### src/rtl/axi_decerr_responder_pkg.sv
// Shared AXI constants for the default-slave (decode error) responder.
package axi_decerr_responder_pkg;

  localparam logic [1:0] RESP_OKAY   = 2'b00;
  localparam logic [1:0] RESP_DECERR = 2'b11;

  // 4 ID bits from each master plus clog2(4) crossbar master-index bits.
  localparam int unsigned IdWidthSlave = 6;

endpackage

### src/rtl/axi_decerr_rd_chan.sv
// Read path of the decode-error responder: accepts one AR and then
// returns ar_len+1 DECERR beats carrying a constant data word.
module axi_decerr_rd_chan
  import axi_decerr_responder_pkg::*;
#(
  parameter int unsigned          IdWidth   = IdWidthSlave,
  parameter int unsigned          DataWidth = 64,
  parameter logic [DataWidth-1:0] RespData  = 64'hDEAD_BEEF_DEAD_BEEF
) (
  input  logic                 clk_i,
  input  logic                 rst_ni,
  input  logic                 ar_valid_i,
  output logic                 ar_ready_o,
  input  logic [IdWidth-1:0]   ar_id_i,
  input  logic [7:0]           ar_len_i,
  output logic                 r_valid_o,
  input  logic                 r_ready_i,
  output logic [IdWidth-1:0]   r_id_o,
  output logic [DataWidth-1:0] r_data_o,
  output logic [1:0]           r_resp_o,
  output logic                 r_last_o
);

  typedef enum logic {R_IDLE, R_DATA} r_state_e;

  r_state_e   state_q;
  logic [7:0] cnt_q;

  assign r_data_o = RespData;
  assign r_resp_o = RESP_DECERR;

  // NOTE: state and registered outputs use non-blocking assignments so every
  // register samples the pre-edge values regardless of statement order.
  always_ff @(posedge clk_i) begin
    if (!rst_ni) begin
      state_q    <= R_IDLE;
      ar_ready_o <= 1'b0;
      r_valid_o  <= 1'b0;
      r_last_o   <= 1'b0;
      r_id_o     <= '0;
      cnt_q      <= '0;
    end else begin
      case (state_q)
        R_IDLE: begin
          if (ar_valid_i && ar_ready_o) begin
            state_q    <= R_DATA;
            ar_ready_o <= 1'b0;
            r_valid_o  <= 1'b1;
            r_id_o     <= ar_id_i;
            cnt_q      <= ar_len_i;
            r_last_o   <= (ar_len_i == 8'd0);
          end else begin
            ar_ready_o <= 1'b1;
          end
        end
        R_DATA: begin
          if (r_ready_i) begin
            if (r_last_o) begin
              state_q    <= R_IDLE;
              r_valid_o  <= 1'b0;
              r_last_o   <= 1'b0;
              ar_ready_o <= 1'b1;
            end else begin
              // The counter stops at zero; the last beat never decrements it.
              cnt_q    <= cnt_q - 8'd1;
              r_last_o <= (cnt_q == 8'd1);
            end
          end
        end
        default: state_q <= R_IDLE;
      endcase
    end
  end

endmodule

### src/rtl/axi_decerr_responder.sv
// Default AXI4 slave: answers every unmatched request with DECERR and keeps
// the last offending address plus a saturating error count for debug.
module axi_decerr_responder
  import axi_decerr_responder_pkg::*;
#(
  parameter int unsigned          IdWidth   = IdWidthSlave,
  parameter int unsigned          AddrWidth = 64,
  parameter int unsigned          DataWidth = 64,
  parameter logic [DataWidth-1:0] RespData  = 64'hDEAD_BEEF_DEAD_BEEF,
  parameter int unsigned          CntWidth  = 32
) (
  input  logic                 clk_i,
  input  logic                 rst_ni,
  input  logic                 aw_valid_i,
  output logic                 aw_ready_o,
  input  logic [IdWidth-1:0]   aw_id_i,
  input  logic [AddrWidth-1:0] aw_addr_i,
  input  logic                 w_valid_i,
  output logic                 w_ready_o,
  input  logic                 w_last_i,
  output logic                 b_valid_o,
  input  logic                 b_ready_i,
  output logic [IdWidth-1:0]   b_id_o,
  output logic [1:0]           b_resp_o,
  input  logic                 ar_valid_i,
  output logic                 ar_ready_o,
  input  logic [IdWidth-1:0]   ar_id_i,
  input  logic [AddrWidth-1:0] ar_addr_i,
  input  logic [7:0]           ar_len_i,
  output logic                 r_valid_o,
  input  logic                 r_ready_i,
  output logic [IdWidth-1:0]   r_id_o,
  output logic [DataWidth-1:0] r_data_o,
  output logic [1:0]           r_resp_o,
  output logic                 r_last_o,
  output logic [AddrWidth-1:0] err_addr_o,
  output logic [CntWidth-1:0]  err_cnt_o
);

  typedef enum logic [1:0] {W_IDLE, W_DATA, W_RESP} w_state_e;

  w_state_e w_state_q;

  assign b_resp_o = RESP_DECERR;

  // NOTE: reset is synchronous, so it is only checked inside the clocked
  // branch and never appears in the sensitivity list.
  always_ff @(posedge clk_i) begin
    if (!rst_ni) begin
      w_state_q  <= W_IDLE;
      aw_ready_o <= 1'b0;
      w_ready_o  <= 1'b0;
      b_valid_o  <= 1'b0;
      b_id_o     <= '0;
    end else begin
      case (w_state_q)
        W_IDLE: begin
          if (aw_valid_i && aw_ready_o) begin
            w_state_q  <= W_DATA;
            aw_ready_o <= 1'b0;
            w_ready_o  <= 1'b1;
            b_id_o     <= aw_id_i;
          end else begin
            aw_ready_o <= 1'b1;
          end
        end
        W_DATA: begin
          // Burst length is never checked; w_last alone ends the burst.
          if (w_valid_i && w_last_i) begin
            w_state_q <= W_RESP;
            w_ready_o <= 1'b0;
            b_valid_o <= 1'b1;
          end
        end
        W_RESP: begin
          if (b_ready_i) begin
            w_state_q  <= W_IDLE;
            b_valid_o  <= 1'b0;
            aw_ready_o <= 1'b1;
          end
        end
        default: w_state_q <= W_IDLE;
      endcase
    end
  end

  axi_decerr_rd_chan #(
    .IdWidth   (IdWidth),
    .DataWidth (DataWidth),
    .RespData  (RespData)
  ) i_rd_chan (
    .clk_i      (clk_i),
    .rst_ni     (rst_ni),
    .ar_valid_i (ar_valid_i),
    .ar_ready_o (ar_ready_o),
    .ar_id_i    (ar_id_i),
    .ar_len_i   (ar_len_i),
    .r_valid_o  (r_valid_o),
    .r_ready_i  (r_ready_i),
    .r_id_o     (r_id_o),
    .r_data_o   (r_data_o),
    .r_resp_o   (r_resp_o),
    .r_last_o   (r_last_o)
  );

  // Error capture: both channels may hand over a request in the same cycle.
  logic              aw_hs, ar_hs;
  logic [1:0]        err_inc;
  logic [CntWidth:0] err_sum;

  assign aw_hs   = aw_valid_i & aw_ready_o;
  assign ar_hs   = ar_valid_i & ar_ready_o;
  assign err_inc = {1'b0, aw_hs} + {1'b0, ar_hs};
  assign err_sum = {1'b0, err_cnt_o} + (CntWidth+1)'(err_inc);

  always_ff @(posedge clk_i) begin
    if (!rst_ni) begin
      err_addr_o <= '0;
      err_cnt_o  <= '0;
    end else begin
      if (aw_hs) begin
        err_addr_o <= aw_addr_i;
      end else if (ar_hs) begin
        err_addr_o <= ar_addr_i;
      end
      // A carry out of the sum means the count ran past all-ones.
      err_cnt_o <= err_sum[CntWidth] ? '1 : err_sum[CntWidth-1:0];
    end
  end

endmodule

### config.mk
export PLATFORM = sky130hd
export DESIGN_NAME = axi_decerr_responder
export DESIGN_NICKNAME = d
export VERILOG_FILES = /design/src/rtl/axi_decerr_responder_pkg.sv /design/src/rtl/axi_decerr_rd_chan.sv /design/src/rtl/axi_decerr_responder.sv
export SDC_FILE = /design/constraint.sdc
export NUM_CORES = 1
export LEC_CHECK = 0
export CAP_MARGIN = 20
export CORE_MARGIN = 8
export CORE_UTILIZATION = 42
export CTS_CLUSTER_SIZE = 10
export DETAILED_ROUTE_END_ITERATION = 8
export PLACE_DENSITY = 0.89
export SLEW_MARGIN = 10
export SYNTH_ARGS = -nofsm -noshare
export SYNTH_HDL_FRONTEND = slang
export SYNTH_SLANG_ARGS = --single-unit
### constraint.sdc
create_clock -name clk_i -period 9.7 [get_ports clk_i]
set_clock_uncertainty 0.05 [all_clocks]
set_input_delay 1.94 -clock clk_i [delete_from_list [all_inputs] [get_ports clk_i]]
set_output_delay 1.94 -clock clk_i [all_outputs]
set_load 0.05 [all_outputs]
==> run_results.csv, run 1 <==
group,metric,value,unit
drt,routed_via_density,5.19,
worst_hold_path,min_from,"i_rd_chan.r_valid_o$_SDFFE_PN0P_",
final_layout,fin_area,0.00931,mm2
clocking,cts_tree,"yes",
power,switching_share,0.321,
synthesis,yosys.area_share.simple,0.163,
clocking,cts-root-buf,"clkbuf_16",
worst_setup_path,reg2reg_to,"err_cnt_o[9]$_SDFF_PN0_",
timing,finalHoldViolations,0,
synthesis,synthCells,699,
timing,finalMaxSlewViolations,0,
final_layout,area.growth.synth_to_final,50.7,%
placement,gp_congestion,0.864,
final_layout,final_cell_mix,"clkdlybuf4s50_1 (269), dfxtp_1 (125), nor2_1 (82)",
final_layout,drive_gt1_frac,0.0491,
worst_setup_path,worstPathRequired,9.97,ns
timing,setup_ws,4.84,ns
synthesis,synthAdderAreaFrac,0.00932,
worst_setup_path,worstPathMaxFanout,35,
clocking,path_clk_slew,0.05,ns
global_route,grt_use_total,0.210,
clocking,clock_latency,0.42,ns
global_route,grt_pass1_wl,31000,um
timing,maxClockFrequency,206,MHz
floorplan,start_util,0.427,
timing,fin_tns_setup,0,ns
synthesis,syn_avg_cell_area,8.84,um2
floorplan,die_area,0.0188,mm2
clocking,clock_path_buffers,2,
power,p_leak,3.39,nW
floorplan,row_count,44,
worst_setup_path,reg2reg_depth,9,
synthesis,ys_types,54,
synthesis,ys_ff_latch,125,
power,power,1.65,mW
final_layout,final_core_util,0.643,
worst_setup_path,critPathLaunchType,"primary input",
timing,worstMarginPinSlew,1.04,ns
floorplan,dieWidth,137,um
timing,hold_slack,0.409,ns
floorplan,pin_count,338,
power,pwr-share-clk,0.394,
synthesis,netlist_area,0.00618,mm2
synthesis,synth_area_leader_cell,"dfxtp_1",
synthesis,synth_edf_count,0,
floorplan,die_h,137,um
synthesis,synth.top_cells.by_area,"dfxtp_1 (41%), mux2i_1 (12%), buf_4 (8.3%)",
placement,portBuffers,269,
synthesis,synth_seq_area_share,0.405,
clocking,cts.sinks,125,
timing,rsz0062_at_grt,"no",
worst_setup_path,reg2reg_from,"aw_ready_o$_SDFFE_PN0P_",
synthesis,synth_ff_type,"dfxtp_1",
global_route,grt_max_degree,98,
global_route,grt_overflow,0,
power,pwr-share-comb,0.258,
global_route,grt_antenna_before_repair,0,
outcome,outcome,"complete, no violations",
placement,dp.cells,1108,
synthesis,yosysTopAreaCellShare,0.405,
final_layout,antenna_cells,0,
drt,drt-initial-drc-count,482,
drt,wirelength,21100,um
synthesis,synthArstFlopShare,0,
synthesis,synth_compound_area_frac,0.165,
clocking,cts_buffers,17,
timing,min_period,4.86,ns
timing,slew_headroom,0.309,
drt,drc,0,
worst_hold_path,holdPathStages,2,
final_layout,final_common_cell,"clkdlybuf4s50_1",
worst_setup_path,cp-end-kind,"flip-flop",
final_layout,stdcell_count,1141,
final_layout,nNetsFinal,1104,
worst_setup_path,reg2reg_slack,6.39,ns
clocking,ctsHoldBuffers,0,
global_route,grt_pass1_vias,5687,
timing,setup_viol,0,
flow_run,cap_viol_max_count,0,
clocking,h-tree-depth,4,
drt,drt-pass1-iter-count,5,
worst_setup_path,critical_path_arrival,5.12,ns
synthesis,synth_top_family_by_area,"compound AO/OA/AOI/OAI gates",
placement,dpl.hpwl,15700,um
placement,placedInstanceArea,0.00869,mm2
worst_hold_path,hold_end,"i_rd_chan.r_valid_o$_SDFFE_PN0P_",
clocking,post_cts_resized,0,
floorplan,core_region_area,0.0145,mm2
drt,vias,5925,
synthesis,synth_xor_area_frac,0.0184,
drt,wl_per_cell,18.5,um
timing,period_share,0.501,
power,peakVddDrop,0.000104,V
power,internal_power,1.12,mW
power,seqPwrFrac,0.349,
worst_setup_path,setup.worst_path.class,"primary input to flip-flop",
worst_hold_path,hold_path.class,"flip-flop to flip-flop",
placement,post-place-ws,4.00,ns
power,switchingPower,0.532,mW
clocking,post-cts-setup-buffers,0,
synthesis,synthMuxAreaShare,0.117,
power,powerDensity,178,mW/mm2
drt,ant_nets,0,
synthesis,yosysWarnings,0,
[worst max-delay path, cell delays in order]
cell	delay, ns
clkdlybuf4s50_1	0.50
nand2_4	0.24
inv_1	0.19
fa_1	0.24
ha_1	0.23
nand3_2	0.18
nor4_2	0.59
nand4_1	0.51
buf_8	0.32
a21oi_1	0.16
[how the worst max path moves through the flow]
stage	slack, ns	end	cells after the start	startpoint
global placement	4.17	err_cnt_o[22]$_SDFF_PN0_	9	aw_valid_i
finish	4.84	err_cnt_o[9]$_SDFF_PN0_	10	aw_valid_i
global route	4.69	err_cnt_o[22]$_SDFF_PN0_	10	aw_valid_i
CTS	4.40	err_cnt_o[9]$_SDFF_PN0_	9	aw_valid_i
floorplan	5.06	err_cnt_o[20]$_SDFF_PN0_	11	ar_valid_i
detailed placement	4.00	err_cnt_o[9]$_SDFF_PN0_	9	aw_valid_i
[layout make-up]
| class | count | area (um2) |
|---|---|---|
| fillers | 1120 | 5170 |
| well taps | 184 | 230 |
| clock inverters | 11 | 141 |
| flip-flops and latches | 125 | 2500 |
| repair buffers | 273 | 2730 |
| inverters | 14 | 53.8 |
| clock buffers | 21 | 460 |
| multi-input cells | 513 | 3190 |
[registers in the layout, summed over array words and instances (netlist names)]
register / flops
aw_ready_o: 1
err_cnt_o: 32
i_rd_chan.r_valid_o: 1
b_valid_o: 1
i_rd_chan.cnt_q: 8
err_addr_o: 64
i_rd_chan.ar_ready_o: 1
w_ready_o: 1
w_state_q: 2
i_rd_chan.r_last_o: 1
i_rd_chan.state_q: 1
b_id_o: 6
i_rd_chan.r_id_o: 6
[kinds of logic (layout without fill, tap and decap cells)]
family	count (synthesis)	count (layout)
and+or+nand+nor	202	202
AOI/OAI and AO/OA	154	154
buffers and inverters	127	319
DFF	125	125
muxes	72	72
xor gates and xnor gates	13	13
adders and majority gates	4	4
other	2	68
[synth_stat cells, types with 2 or more instances]
library cell,instances
ha_1,3
nand3_1,11
buf_1,2
a31oi_1,15
xnor2_1,12
o21a_1,2
and4_1,3
nand2_1,34
dfxtp_1,125
a311oi_1,3
conb_1,2
clkbuf_1,38
nand4_1,8
nor3_1,11
and3_1,6
inv_1,13
nor2_1,82
mux2i_1,71
buf_4,68
a21oi_1,36
nor4_1,12
o21ai_0,16
buf_2,4
nor2b_1,7
o31ai_1,7
o221a_2,2
or3_1,6
or4_1,7
a211oi_1,65
and2_1,4
[power by group through the flow]
stage / logic, mW / clock network [mW] / registers, mW
after detailed placement: 0.424 / 0 / 0.587
final: 0.427 / 0.651 / 0.577
after floorplan: 0.180 / 0 / 0.695
after global routing: 0.448 / 0.682 / 0.582
after global placement: 0.421 / 0 / 0.585
after CTS: 0.427 / 0.657 / 0.577
[routing by layer]
metal	vias to the layer above	wire, um	GRT usage
met1	2762	8470	0.250
met5	-	0	0
met4	0	477	0.0839
li1	2875	-	-
met2	256	10500	0.346
met3	32	1720	0.0656
(Power assumes the default switching activity.)
==> run 2, diff against run 1 <==
- CORE_UTILIZATION: 42 -> 36
- PLACE_DENSITY: 0.89 -> 0.81
- clock period: 9.7 -> 4.1 ns (I/O delays scaled with it)
==> run_results.csv, run 2 (synthesis results as in run 1) <==
group,metric,value,unit
global_route,grt_overflow,0,
placement,dp.cells,1154,
clocking,clock_path_buffers,2,
final_layout,final_core_util,0.554,
power,peakVddDrop,0.000280,V
drt,met3_length,1610,um
final_layout,largest_register_ffs,64,
final_layout,antenna_cells,0,
placement,post-place-ws,0.270,ns
worst_hold_path,min_from,"i_rd_chan.r_id_o[2]$_SDFFE_PN0P_",
clocking,h-tree-depth,4,
power,switchingPower,1.27,mW
clocking,cts.sinks,125,
final_layout,top_regs,"err_addr_o: 64 flops, err_cnt_o: 32 flops, i_rd_chan.cnt_q: 8 flops",
timing,finalHoldViolations,0,
floorplan,pin_count,338,
clocking,cts_buffers,17,
drt,wl_met1,8710,um
outcome,outcome,"complete, no violations",
clocking,post-cts-setup-buffers,0,
floorplan,die_h,147,um
timing,worstMarginPinSlew,1.07,ns
worst_setup_path,critPathLaunchType,"primary input",
timing,slew_headroom,0.290,
power,pwr-share-comb,0.249,
clocking,ctsHoldBuffers,0,
final_layout,stdcell_count,1186,
power,internal_power,2.78,mW
floorplan,core_region_area,0.0171,mm2
timing,maxClockFrequency,293,MHz
worst_setup_path,worstPathMaxFanout,12,
final_layout,drive_gt1_frac,0.0541,
timing,period_share,0.831,
power,powerDensity,428,mW/mm2
drt,wirelength,20500,um
timing,finalMaxSlewViolations,0,
worst_setup_path,reg2reg_slack,1.20,ns
worst_setup_path,reg2reg_from,"i_rd_chan.ar_ready_o$_SDFFE_PN0P_",
floorplan,die_area,0.0216,mm2
clocking,clock_latency,0.41,ns
power,seqPwrFrac,0.337,
worst_setup_path,worstPathRequired,4.39,ns
floorplan,dieWidth,147,um
power,pwr-share-clk,0.413,
global_route,grt_pass1_vias,5658,
drt,ant_nets,0,
floorplan,start_util,0.362,
drt,wl_per_cell,17.3,um
worst_setup_path,critical_path_arrival,3.70,ns
final_layout,area.growth.synth_to_final,52.9,%
global_route,grt_max_degree,106,
worst_hold_path,holdPathStages,2,
timing,fin_tns_setup,0,ns
floorplan,row_count,48,
global_route,grt_pass1_wl,31400,um
timing,min_period,3.41,ns
drt,drt-pass1-iter-count,4,
final_layout,largest_register,"err_addr_o",
placement,placedInstanceArea,0.00879,mm2
drt,drc,0,
placement,gp_congestion,0.845,
global_route,grt_antenna_before_repair,0,
drt,wl_met2,9770,um
worst_hold_path,hold_path.class,"flip-flop to flip-flop",
timing,setup_ws,0.691,ns
worst_hold_path,hold_end,"i_rd_chan.r_id_o[2]$_SDFFE_PN0P_",
global_route,grt_use_total,0.179,
drt,top_layer_used,"met4",
clocking,cts_tree,"yes",
flow_run,cap_viol_max_count,0,
final_layout,nNetsFinal,1108,
final_layout,fin_area,0.00945,mm2
power,p_leak,3.43,nW
placement,dpl.hpwl,15200,um
drt,vias,5913,
clocking,path_clk_slew,0.06,ns
drt,routed_via_density,4.99,
timing,rsz0062_at_grt,"no",
clocking,post_cts_resized,0,
final_layout,final_cell_mix,"clkdlybuf4s50_1 (269), dfxtp_1 (125), nor2_1 (82)",
drt,drt-initial-drc-count,317,
clocking,cts-root-buf,"clkbuf_16",
worst_setup_path,setup.worst_path.class,"primary input to flip-flop",
worst_setup_path,reg2reg_depth,7,
worst_setup_path,reg2reg_to,"err_cnt_o[22]$_SDFF_PN0_",
power,switching_share,0.314,
timing,setup_viol,0,
final_layout,final_common_cell,"clkdlybuf4s50_1",
worst_setup_path,cp-end-kind,"flip-flop",
placement,portBuffers,269,
==> run 2: critical path: stages <==
cell and delay (ns):
clkdlybuf4s50_1 0.50, and2_4 0.24, fa_1 0.30, ha_1 0.27
nand3_2 0.18, or4_1 0.75, or4_1 0.52, a31oi_1 0.13
==> run 2: metal layers <==
layer	global-route usage	up-vias
met5	0	-
met4	0.0581	0
met3	0.0634	24
met2	0.294	250
met1	0.215	2753
li1	-	2886
==> run 2: layout make-up <==
class,instances,area [um2]
clock buffers,19,443
clock inverters,13,213
fillers,1547,7610
inverters,14,53.8
multi-input cells,513,3190
flip-flops and latches,125,2500
well taps,225,282
repair buffers,277,2770
==> run 2: power groups by stage <==
stage          registers (mW)  logic, mW  clock network, mW
5_1_grt                  1.37       1.06               1.76
3_3_place_gp             1.38       1.00                  0
6_report                 1.36       1.01               1.67
4_1_cts                  1.36       1.01               1.71
3_5_place_dp             1.39       1.01                  0
2_1_floorplan            1.64      0.425                  0
==> run 2: worst max-delay path by stage <==
| stage | startpoint | end | slack [ns] |
|---|---|---|---|
| after detailed placement | ar_valid_i | err_cnt_o[22]$_SDFF_PN0_ | 0.27 |
| after CTS | ar_valid_i | err_cnt_o[22]$_SDFF_PN0_ | 0.73 |
| after global routing | ar_valid_i | err_cnt_o[22]$_SDFF_PN0_ | 0.55 |
| final | ar_valid_i | err_cnt_o[22]$_SDFF_PN0_ | 0.69 |
| after floorplan | ar_valid_i | err_cnt_o[20]$_SDFF_PN0_ | 0.58 |
| after global placement | ar_valid_i | err_cnt_o[22]$_SDFF_PN0_ | 0.34 |
==> run 2: per-stage QoR <==
step / total power, mW / hold slack, ns
2_1_floorplan: 2.07 / 0.408
3_3_place_gp: 2.38 / 0.391
3_5_place_dp: 2.39 / 0.401
4_1_cts: 4.08 / 0.409
5_1_grt: 4.19 / 0.424
6_report: 4.04 / 0.408
==> run 3, diff against run 2 <==
- clock period: 4.1 -> 2.78 ns (I/O delays scaled with it)
==> run_results.csv, run 3 (synthesis results as in run 1) <==
group,metric,value,unit
outcome,outcome,"complete, no violations",
worst_setup_path,setup.worst_path.class,"primary input to flip-flop",
drt,drt-initial-drc-count,337,
floorplan,die_area,0.0216,mm2
power,switchingPower,1.85,mW
timing,slew_headroom,0.443,
timing,period_share,0.945,
worst_setup_path,worstPathMaxFanout,9,
drt,wl_per_cell,18.2,um
timing,hold_slack,0.404,ns
power,switching_share,0.306,
timing,finalHoldViolations,0,
power,pwr-share-clk,0.417,
clocking,h-tree-depth,4,
final_layout,antenna_cells,0,
clocking,post-cts-setup-buffers,0,
clocking,cts-root-buf,"clkbuf_16",
final_layout,nNetsFinal,1127,
placement,dpl.hpwl,16400,um
global_route,grt_pass1_vias,6034,
global_route,grt_overflow,0,
floorplan,core_region_area,0.0171,mm2
timing,rsz0062_at_grt,"no",
clocking,cts_buffers,17,
clocking,cts.sinks,125,
placement,post-place-ws,-0.238,ns
drt,drc,0,
drt,drt-pass1-iter-count,5,
timing,setup_ws,0.154,ns
timing,worstMarginPinSlew,0.835,ns
clocking,clock_path_buffers,2,
global_route,grt_antenna_before_repair,0,
timing,setup_viol,0,
clocking,path_clk_slew,0.06,ns
drt,routed_via_density,4.99,
clocking,cts_tree,"yes",
worst_setup_path,critPathLaunchType,"primary input",
placement,placedInstanceArea,0.00899,mm2
final_layout,drive_gt1_frac,0.0796,
floorplan,start_util,0.362,
worst_setup_path,critical_path_arrival,2.91,ns
floorplan,dieWidth,147,um
power,seqPwrFrac,0.332,
timing,min_period,2.63,ns
power,peakVddDrop,0.000415,V
floorplan,row_count,48,
placement,portBuffers,269,
final_layout,largest_register,"err_addr_o",
final_layout,area.growth.synth_to_final,56.5,%
final_layout,largest_register_ffs,64,
worst_setup_path,worstPathRequired,3.07,ns
timing,finalMaxSlewViolations,0,
final_layout,fin_area,0.00967,mm2
worst_setup_path,cp-end-kind,"flip-flop",
global_route,grt_use_total,0.198,
power,pwr-share-comb,0.252,
power,internal_power,4.20,mW
final_layout,final_cell_mix,"clkdlybuf4s50_1 (269), dfxtp_1 (123), nor2_1 (82)",
global_route,grt_pass1_wl,34000,um
floorplan,pin_count,338,
power,power,6.05,mW
flow_run,cap_viol_max_count,0,
clocking,clock_latency,0.41,ns
final_layout,top_regs,"err_addr_o: 64 flops, err_cnt_o: 32 flops, i_rd_chan.cnt_q: 8 flops",
final_layout,nFillCells,1479,
clocking,ctsHoldBuffers,0,
power,powerDensity,625,mW/mm2
drt,vias,6009,
global_route,grt_max_degree,78,
clocking,post_cts_resized,0,
worst_hold_path,hold_path.class,"flip-flop to flip-flop",
drt,ant_nets,0,
timing,maxClockFrequency,381,MHz
placement,gp_congestion,0.846,
floorplan,die_h,147,um
final_layout,final_common_cell,"clkdlybuf4s50_1",
power,p_leak,3.56,nW
drt,wirelength,22000,um
run 3: changes by cell type in the layout (fill, tap and decap cells not counted), moves of 2 or more:
cell / change
buf_4: +18
clkbuf_8: +4
clkinv_4: -3
dfxtp_1: -2
dfxtp_2: +2
run 3: final cells by class:
class	instances	area (um2)	area share
clock inverters	10	183	0.0189
clock buffers	22	494	0.0511
multi-input cells	513	3230	0.334
repair buffers	296	2920	0.302
inverters	14	53.8	0.00557
well taps	225	282	0.0291
flip-flops and latches	125	2500	0.259
run 3: worst paths after layout:
kind / cells past startpoint / startpoint / to / slack (ns)
hold / removal: 2 / i_rd_chan.r_id_o[5]$_SDFFE_PN0P_ / i_rd_chan.r_id_o[5]$_SDFFE_PN0P_ / 0.40
setup / recovery: 9 / aw_valid_i / err_cnt_o[22]$_SDFF_PN0_ / 0.15
setup reg to reg: 8 / aw_ready_o$_SDFFE_PN0P_ / err_cnt_o[22]$_SDFF_PN0_ / 0.45
hold reg to reg: 2 / i_rd_chan.r_id_o[5]$_SDFFE_PN0P_ / i_rd_chan.r_id_o[5]$_SDFFE_PN0P_ / 0.40
run 3: stage by stage:
stage,std cells,utilization,TNS [ns]
4_1_cts,1205,0.567,0
6_report,1205,0.567,0
2_1_floorplan,765,-,-0.271
5_1_grt,1205,0.567,0
3_5_place_dp,1173,0.527,-4.69
3_3_place_gp,1173,0.527,-3.36
run 3: power by group through the flow:
stage | registers [mW] | clock network [mW] | logic [mW]
final | 2.00 | 2.52 | 1.52
after global routing | 2.02 | 2.66 | 1.60
after CTS | 2.00 | 2.57 | 1.53
after detailed placement | 2.04 | 0 | 1.52
after global placement | 2.03 | 0 | 1.51
after floorplan | 2.43 | 0 | 0.633
run 3: critical path: stages:
cell and delay [ns]:
clkdlybuf4s50_1 0.51, nand2_4 0.06, inv_1 0.10, fa_2 0.25, ha_4 0.16, nand3_4 0.07, or4_4 0.56, or4_1 0.50
a31oi_1 0.14
run 3: per-layer routing:
| layer | global-route usage | part of all wire | vias up |
|---|---|---|---|
| met5 | 0 | 0 | - |
| met1 | 0.235 | 0.41 | 2837 |
| met3 | 0.0609 | 0.080 | 24 |
| li1 | - | - | 2918 |
| met4 | 0.0632 | 0.019 | 0 |
| met2 | 0.333 | 0.49 | 230 |
